## src/rtl/uart_rx_if.sv

```systemverilog
// Serial-side bundle for the 8N1/8E1 UART receiver: line input plus byte, strobes and busy.
interface uart_rx_if;
    logic       uart_rx_i;
    logic [7:0] uart_rx_dat_o;
    logic       uart_rx_vld_o;
    logic       uart_rx_ferr_o;
    logic       uart_rx_perr_o;
    logic       uart_rx_busy_o;

    modport slave (
        input  uart_rx_i,
        output uart_rx_dat_o,
        output uart_rx_vld_o,
        output uart_rx_ferr_o,
        output uart_rx_perr_o,
        output uart_rx_busy_o
    );

    modport master (
        output uart_rx_i,
        input  uart_rx_dat_o,
        input  uart_rx_vld_o,
        input  uart_rx_ferr_o,
        input  uart_rx_perr_o,
        input  uart_rx_busy_o
    );
endinterface

```

## src/rtl/uart_rx.sv

```systemverilog
// UART receiver, 16x oversampled with mid-bit sampling and phase-accumulator baud ticks.
// Define UART_RX_PARITY_EN for 8E1 frames with parity checking; default is 8N1.
//
// state   | meaning
// --------+------------------------------------------------------------
// IDLE    | line idle, waiting for rx_s low
// START   | timing to mid start bit, rejects glitches
// DATA    | sampling 8 data bits LSB first at cnt=15
// PARITY  | sampling the even-parity bit (UART_RX_PARITY_EN only)
// STOP    | sampling the stop bit, emits vld or ferr
// BREAK   | framing error seen, waiting for the line to return high
module uart_rx #(
    parameter int CLK_HZ = 74000000,
    parameter int BAUD   = 115200
) (
    input  logic     sys_clk_i,
    input  logic     sys_rstn_i,
    uart_rx_if.slave rx_if
);

    localparam int          OVS     = 16 * BAUD;
    localparam logic [28:0] INC_POS = 29'(OVS);
    localparam logic [28:0] INC_NEG = 29'(OVS - CLK_HZ);

    typedef enum logic [2:0] {
        S_IDLE   = 3'd0,
        S_START  = 3'd1,
        S_DATA   = 3'd2,
`ifdef UART_RX_PARITY_EN
        S_PARITY = 3'd3,
`endif
        S_STOP   = 3'd4,
        S_BREAK  = 3'd5
    } state_t;

    state_t      state_q;
    logic [1:0]  sync_q;
    logic [28:0] acc_q;
    logic [28:0] acc_d;
    logic [3:0]  cnt_q;
    logic [2:0]  bitidx_q;
    logic [7:0]  sh_q;
    logic [7:0]  dat_q;
    logic        vld_q;
    logic        ferr_q;
    logic        rx_s;
    logic        tick;
`ifdef UART_RX_PARITY_EN
    logic        par_q;
    logic        perr_q;
`endif

    assign rx_s = sync_q[1];
    assign tick = ~acc_q[28];

    // Signed accumulator: negative values mark the wait between ticks.
    always_comb begin
        acc_d = acc_q + (acc_q[28] ? INC_POS : INC_NEG);
    end

    always_ff @(posedge sys_clk_i or negedge sys_rstn_i) begin
        if (!sys_rstn_i) begin
            sync_q   <= 2'b11;
            acc_q    <= '0;
            state_q  <= S_IDLE;
            cnt_q    <= '0;
            bitidx_q <= '0;
            sh_q     <= '0;
            dat_q    <= '0;
            vld_q    <= 1'b0;
            ferr_q   <= 1'b0;
`ifdef UART_RX_PARITY_EN
            par_q    <= 1'b0;
            perr_q   <= 1'b0;
`endif
        end else begin
            sync_q <= {sync_q[0], rx_if.uart_rx_i};
            acc_q  <= acc_d;
            vld_q  <= 1'b0;
            ferr_q <= 1'b0;
`ifdef UART_RX_PARITY_EN
            perr_q <= 1'b0;
`endif
            if (tick) begin
                case (state_q)
                    S_IDLE: begin
                        if (!rx_s) begin
                            state_q <= S_START;
                            cnt_q   <= '0;
                        end
                    end
                    S_START: begin
                        cnt_q <= cnt_q + 4'd1;
                        if (cnt_q == 4'd7) begin
                            if (rx_s) begin
                                state_q <= S_IDLE;
                            end else begin
                                cnt_q    <= '0;
                                bitidx_q <= '0;
                                state_q  <= S_DATA;
                            end
                        end
                    end
                    S_DATA: begin
                        cnt_q <= cnt_q + 4'd1;
                        if (cnt_q == 4'd15) begin
                            sh_q <= {rx_s, sh_q[7:1]};
                            if (bitidx_q == 3'd7) begin
                                cnt_q   <= '0;
`ifdef UART_RX_PARITY_EN
                                state_q <= S_PARITY;
`else
                                state_q <= S_STOP;
`endif
                            end else begin
                                bitidx_q <= bitidx_q + 3'd1;
                            end
                        end
                    end
`ifdef UART_RX_PARITY_EN
                    S_PARITY: begin
                        cnt_q <= cnt_q + 4'd1;
                        if (cnt_q == 4'd15) begin
                            par_q   <= rx_s;
                            cnt_q   <= '0;
                            state_q <= S_STOP;
                        end
                    end
`endif
                    S_STOP: begin
                        cnt_q <= cnt_q + 4'd1;
                        if (cnt_q == 4'd15) begin
                            if (rx_s) begin
                                dat_q   <= sh_q;
                                vld_q   <= 1'b1;
`ifdef UART_RX_PARITY_EN
                                perr_q  <= (^sh_q) ^ par_q;
`endif
                                state_q <= S_IDLE;
                            end else begin
                                ferr_q  <= 1'b1;
                                state_q <= S_BREAK;
                            end
                        end
                    end
                    S_BREAK: begin
                        if (rx_s) begin
                            state_q <= S_IDLE;
                        end
                    end
                    default: state_q <= S_IDLE;
                endcase
            end
        end
    end

    assign rx_if.uart_rx_dat_o  = dat_q;
    assign rx_if.uart_rx_vld_o  = vld_q;
    assign rx_if.uart_rx_ferr_o = ferr_q;
    assign rx_if.uart_rx_busy_o = (state_q != S_IDLE);
`ifdef UART_RX_PARITY_EN
    assign rx_if.uart_rx_perr_o = perr_q;
`else
    assign rx_if.uart_rx_perr_o = 1'b0;
`endif

endmodule

```

## src/flat_wrapper.sv

```systemverilog
// flat-port wrapper written by rule: the top's interface ports become plain ports
module uart_rx_flat 
#(
    parameter int CLK_HZ = 74000000,
    parameter int BAUD   = 115200
)
  (sys_clk_i, sys_rstn_i, rx_if_uart_rx_i, rx_if_uart_rx_dat_o, rx_if_uart_rx_vld_o, rx_if_uart_rx_ferr_o, rx_if_uart_rx_perr_o, rx_if_uart_rx_busy_o);
  uart_rx_if rx_if_i ();
  input  logic sys_clk_i;
  input  logic sys_rstn_i;
  input wire logic [$bits(rx_if_i.uart_rx_i)-1:0] rx_if_uart_rx_i;
  output wire logic [$bits(rx_if_i.uart_rx_dat_o)-1:0] rx_if_uart_rx_dat_o;
  output wire logic [$bits(rx_if_i.uart_rx_vld_o)-1:0] rx_if_uart_rx_vld_o;
  output wire logic [$bits(rx_if_i.uart_rx_ferr_o)-1:0] rx_if_uart_rx_ferr_o;
  output wire logic [$bits(rx_if_i.uart_rx_perr_o)-1:0] rx_if_uart_rx_perr_o;
  output wire logic [$bits(rx_if_i.uart_rx_busy_o)-1:0] rx_if_uart_rx_busy_o;
  assign rx_if_i.uart_rx_i = rx_if_uart_rx_i;
  assign rx_if_uart_rx_dat_o = rx_if_i.uart_rx_dat_o;
  assign rx_if_uart_rx_vld_o = rx_if_i.uart_rx_vld_o;
  assign rx_if_uart_rx_ferr_o = rx_if_i.uart_rx_ferr_o;
  assign rx_if_uart_rx_perr_o = rx_if_i.uart_rx_perr_o;
  assign rx_if_uart_rx_busy_o = rx_if_i.uart_rx_busy_o;
  uart_rx #(.CLK_HZ(CLK_HZ), .BAUD(BAUD)) u_core (.sys_clk_i(sys_clk_i), .sys_rstn_i(sys_rstn_i), .rx_if(rx_if_i));
endmodule
```

## config.mk

```make
export PLATFORM = sky130hd
export DESIGN_NAME = uart_rx_flat
export DESIGN_NICKNAME = d
export VERILOG_FILES = /design/src/rtl/uart_rx_if.sv /design/src/rtl/uart_rx.sv /design/src/flat_wrapper.sv
export SDC_FILE = /design/constraint.sdc
export NUM_CORES = 1
export LEC_CHECK = 0
export BUFFER_PORTS_ARGS = -buffer_cell sky130_fd_sc_hd__buf_2
export CORE_ASPECT_RATIO = 0.6
export CORE_MARGIN = 1.5
export CORE_UTILIZATION = 55
export CTS_CLUSTER_DIAMETER = 200
export DETAILED_ROUTE_END_ITERATION = 7
export GPL_TIMING_DRIVEN = 0
export PLACE_DENSITY = 0.69
export SLEW_MARGIN = 20
export SYNTH_ARGS = -nofsm -noshare
export SYNTH_HDL_FRONTEND = slang
export SYNTH_SLANG_ARGS = --single-unit
export TNS_END_PERCENT = 1
```

## constraint.sdc

```tcl
create_clock -name sys_clk_i -period 7.5 [get_ports sys_clk_i]
set_input_delay 0.375 -clock sys_clk_i [delete_from_list [all_inputs] [get_ports sys_clk_i]]
set_output_delay 0.375 -clock sys_clk_i [all_outputs]
set_load 0.02 [all_outputs]
```

==> results.md <==
- Minimum clock period: around 3.2 ns
- CTS Buffer Depth: 2
- Largest net degree at the start of global routing: 53
- Crit path DAT: 3.37 ns
- Peak Freq: 0.315 GHz
- Setup ws final: 4.32 ns
- Placed cells: approximately 320
- Top cell type's share of synthesized area: a little under half
- Clk pin slew, worst setup/hold paths: around 0.10 ns
- Via density: ~5.6
- Vias in the first global route: approximately 1700
- Max Cap Viol: 0
- CTS H-Tree Depth: 2
- Clock Skews: 0.00433 ns
- First-pass GRT wire length: ~8.1 mm
- Antenna violations before repair: 0
- Max rail drop VDD: about 0.00011 V
- Synth Warn #: 0
- ANT nets after route: 0
- Worst r2r src: u_core.acc_q[28]
- Count of different cell masters after synthesis: 54
- CTS Hold Bufs: 0
- Synth cell count leaders: 50 x dfrtp_1, 17 x ha_1, 17 x nand2_1, 16 x mux2_2, 14 x nor2_1
- Clock Latency Late Sink: between 0.3 and 0.4 ns
- Setup Crit Path Kind: reg -> reg
- Total clock sinks: 52
- Vias: 1859
- Final setup fails: 0
- Sequential area share after synthesis: a little under half
- Initial Util: 58.5%
- Most common cell in the netlist: dfrtp_1
- Worst-margin pin slew: approximately 0.63 ns
- Worst R2R Path Depth: 9
- Total CTS buffers: 5
- GRT Total Usage: around a fifth
- CP startpoint: u_core.acc_q[28]
- RSZ-0062 raised after global routing: false
- Setup bufs post-CTS: 0
- DIE AREA: between 0.005 and 0.006 mm2
- Layout cells sized above 1: 18.7%
- Required time worst endpoint: between 7 and 8 ns
- Instance count of the mapped netlist: 247
- Reg area: 0.00130 mm2
- Pleak: 0.00141 uW
- Number of top-level pins: 15
- CP Max Fanout: 12
- Final period utilization: a little over two fifths
- Core Region: 0.00466 mm2
- Layout Cells excl Fill: 331
- Syn nets: around 270
- ANT cells: 0
- Post-synth EDFFs: 0
- Fin. max-slew vios: 0
- Routed WL: about 4.7 mm
- CP Launch Type: register
- CTS tree: built
- FF-to-FF setup slack: 4.32 ns
- HPWL after detailed placement: approximately 3.4 mm
- Iter 0 DRT Violations: 99
- Synthesized area per cell: 11.0 um2
- IO buf count: 13
- Die Y: about 58 um
- DIE WIDTH: around 94 um
- CTS root buffer: clkbuf_8
- Fillers: approximately 370
- Ys flop type: dfrtp_1
- Setup TNS Final: 0 ns
- Slew margin rel.: ~58%
- Footprint of the multi-input gates: between 0.001 and 0.0015 mm2
- Status: complete, no violations
- Grt total ovfl: 0
- Drt pass-1 iters: 4
- DRC: 0
- Synth area leader: dfrtp_1
- Async S/R FF share, synth: 100%
- Worst r2r dst: u_core.acc_q[27]
- Rows: 19
- Final hold vios: 0
- CP Capture Type: register
- Final core occ: between 60% and 70%
- Final nets: 288
- P&R area growth vs syn: 8.90%
- Ranking of synthesized cells by area: dfrtp_1 46%, ha_1 7.8%, mux2_2 6.6%
- Worst hold path class: in -> async
- # resized after CTS: 0
- Gpl congestion: 0.767
- FF+latch count, synth: between 50 and 60
- Pwr dens: ~150 mW/mm2
- Pre-CTS WS: ~4.4 ns
- Worst hold margin: approximately 0.069 ns
- Post-Syn Area: between 0.002 and 0.003 mm2
- Wire per inst: ~14 um
[metal layers]
layer	wire, um	GRT usage, %
met5	0	0
met1	2570	30.9
met3	197	4.80
met4	49	6.61
met2	1840	26.5
[stage by stage]
stage          cell area, um2  total power [uW]
6_report                 2970               458
4_1_cts                  2970               463
3_5_place_dp             2870               295
2_1_floorplan            2730               288
5_1_grt                  2970               475
3_3_place_gp             2870               295
[worst max-delay path: stages (launching register included)]
cell       delay (ns)
dfrtp_1          0.56
inv_1            0.46
ha_1             0.26
inv_1            0.06
fa_1             0.44
o32ai_1          0.46
o21ai_0          0.20
o21ai_0          0.35
or3_1            0.17
o2111ai_1        0.09
[how the worst max path moves through the flow]
stage	cells past startpoint	slack, ns	endpoint
finish	9	4.32	u_core.acc_q[27]
global route	9	4.01	u_core.acc_q[27]
CTS	9	4.33	u_core.acc_q[27]
detailed placement	9	4.36	u_core.acc_q[27]
global placement	9	4.43	u_core.acc_q[27]
floorplan	9	5.06	u_core.acc_q[27]
[kinds of logic (layout without fill, tap and decap cells)]
| group | count (synthesis) | count (layout) | synth area share [%] |
|---|---|---|---|
| simple gates | 66 | 66 | 12.3 |
| compound gates | 57 | 57 | 15.3 |
| flops | 52 | 52 | 47.8 |
| xor+xnor | 21 | 21 | 6.74 |
| fa+ha+maj | 18 | 18 | 8.53 |
| mux | 17 | 17 | 6.97 |
| buf+inv | 15 | 36 | 2.25 |
| other cells | 1 | 1 | 0.137 |
[layout by cell type (no fill, tap or decap), drive strengths merged, types with 3 or more instances in the layout]
cell type  Yosys  routed
dfrtp         50      50
nand2         17      17
ha            17      17
mux2          16      16
nor2          15      15
buf            2      15
xnor2         13      13
o21ai         13      13
inv           11      12
a21oi         12      12
xor2           8       8
a21o           7       7
nor3           7       7
clkbuf         2       7
nand3          6       6
nor2b          5       5
nand4          3       3
nand2b         3       3
o31ai          3       3
[cell type report]
cell class,count,share of cell area [%]
plain buffers,4,0.674
clock inverters,3,0.927
repair buffers,13,2.27
flip-flops and latches,52,43.9
clock buffers,5,2.32
inverters,11,1.39
multi-input cells,180,45.9
well taps,63,2.65
[flip-flops by register name, indices dropped and copies added (netlist names)]
signal                       flops
u_core.acc_q                    22
u_core.rx_if.uart_rx_dat_o       8
u_core.sh_q                      8
u_core.cnt_q                     4
u_core.bitidx_q                  3
u_core.state_q                   3
u_core.sync_q                    2
u_core.rx_if.uart_rx_ferr_o      1
u_core.rx_if.uart_rx_vld_o       1
[power breakdown]
part	switching, uW	internal, uW	total (uW)
clock network	100	68.7	169
logic	5.78	1.13	6.91
registers	0.711	281	282
total	107	351	458
No activity file was read; power rests on OpenSTA's default activity.
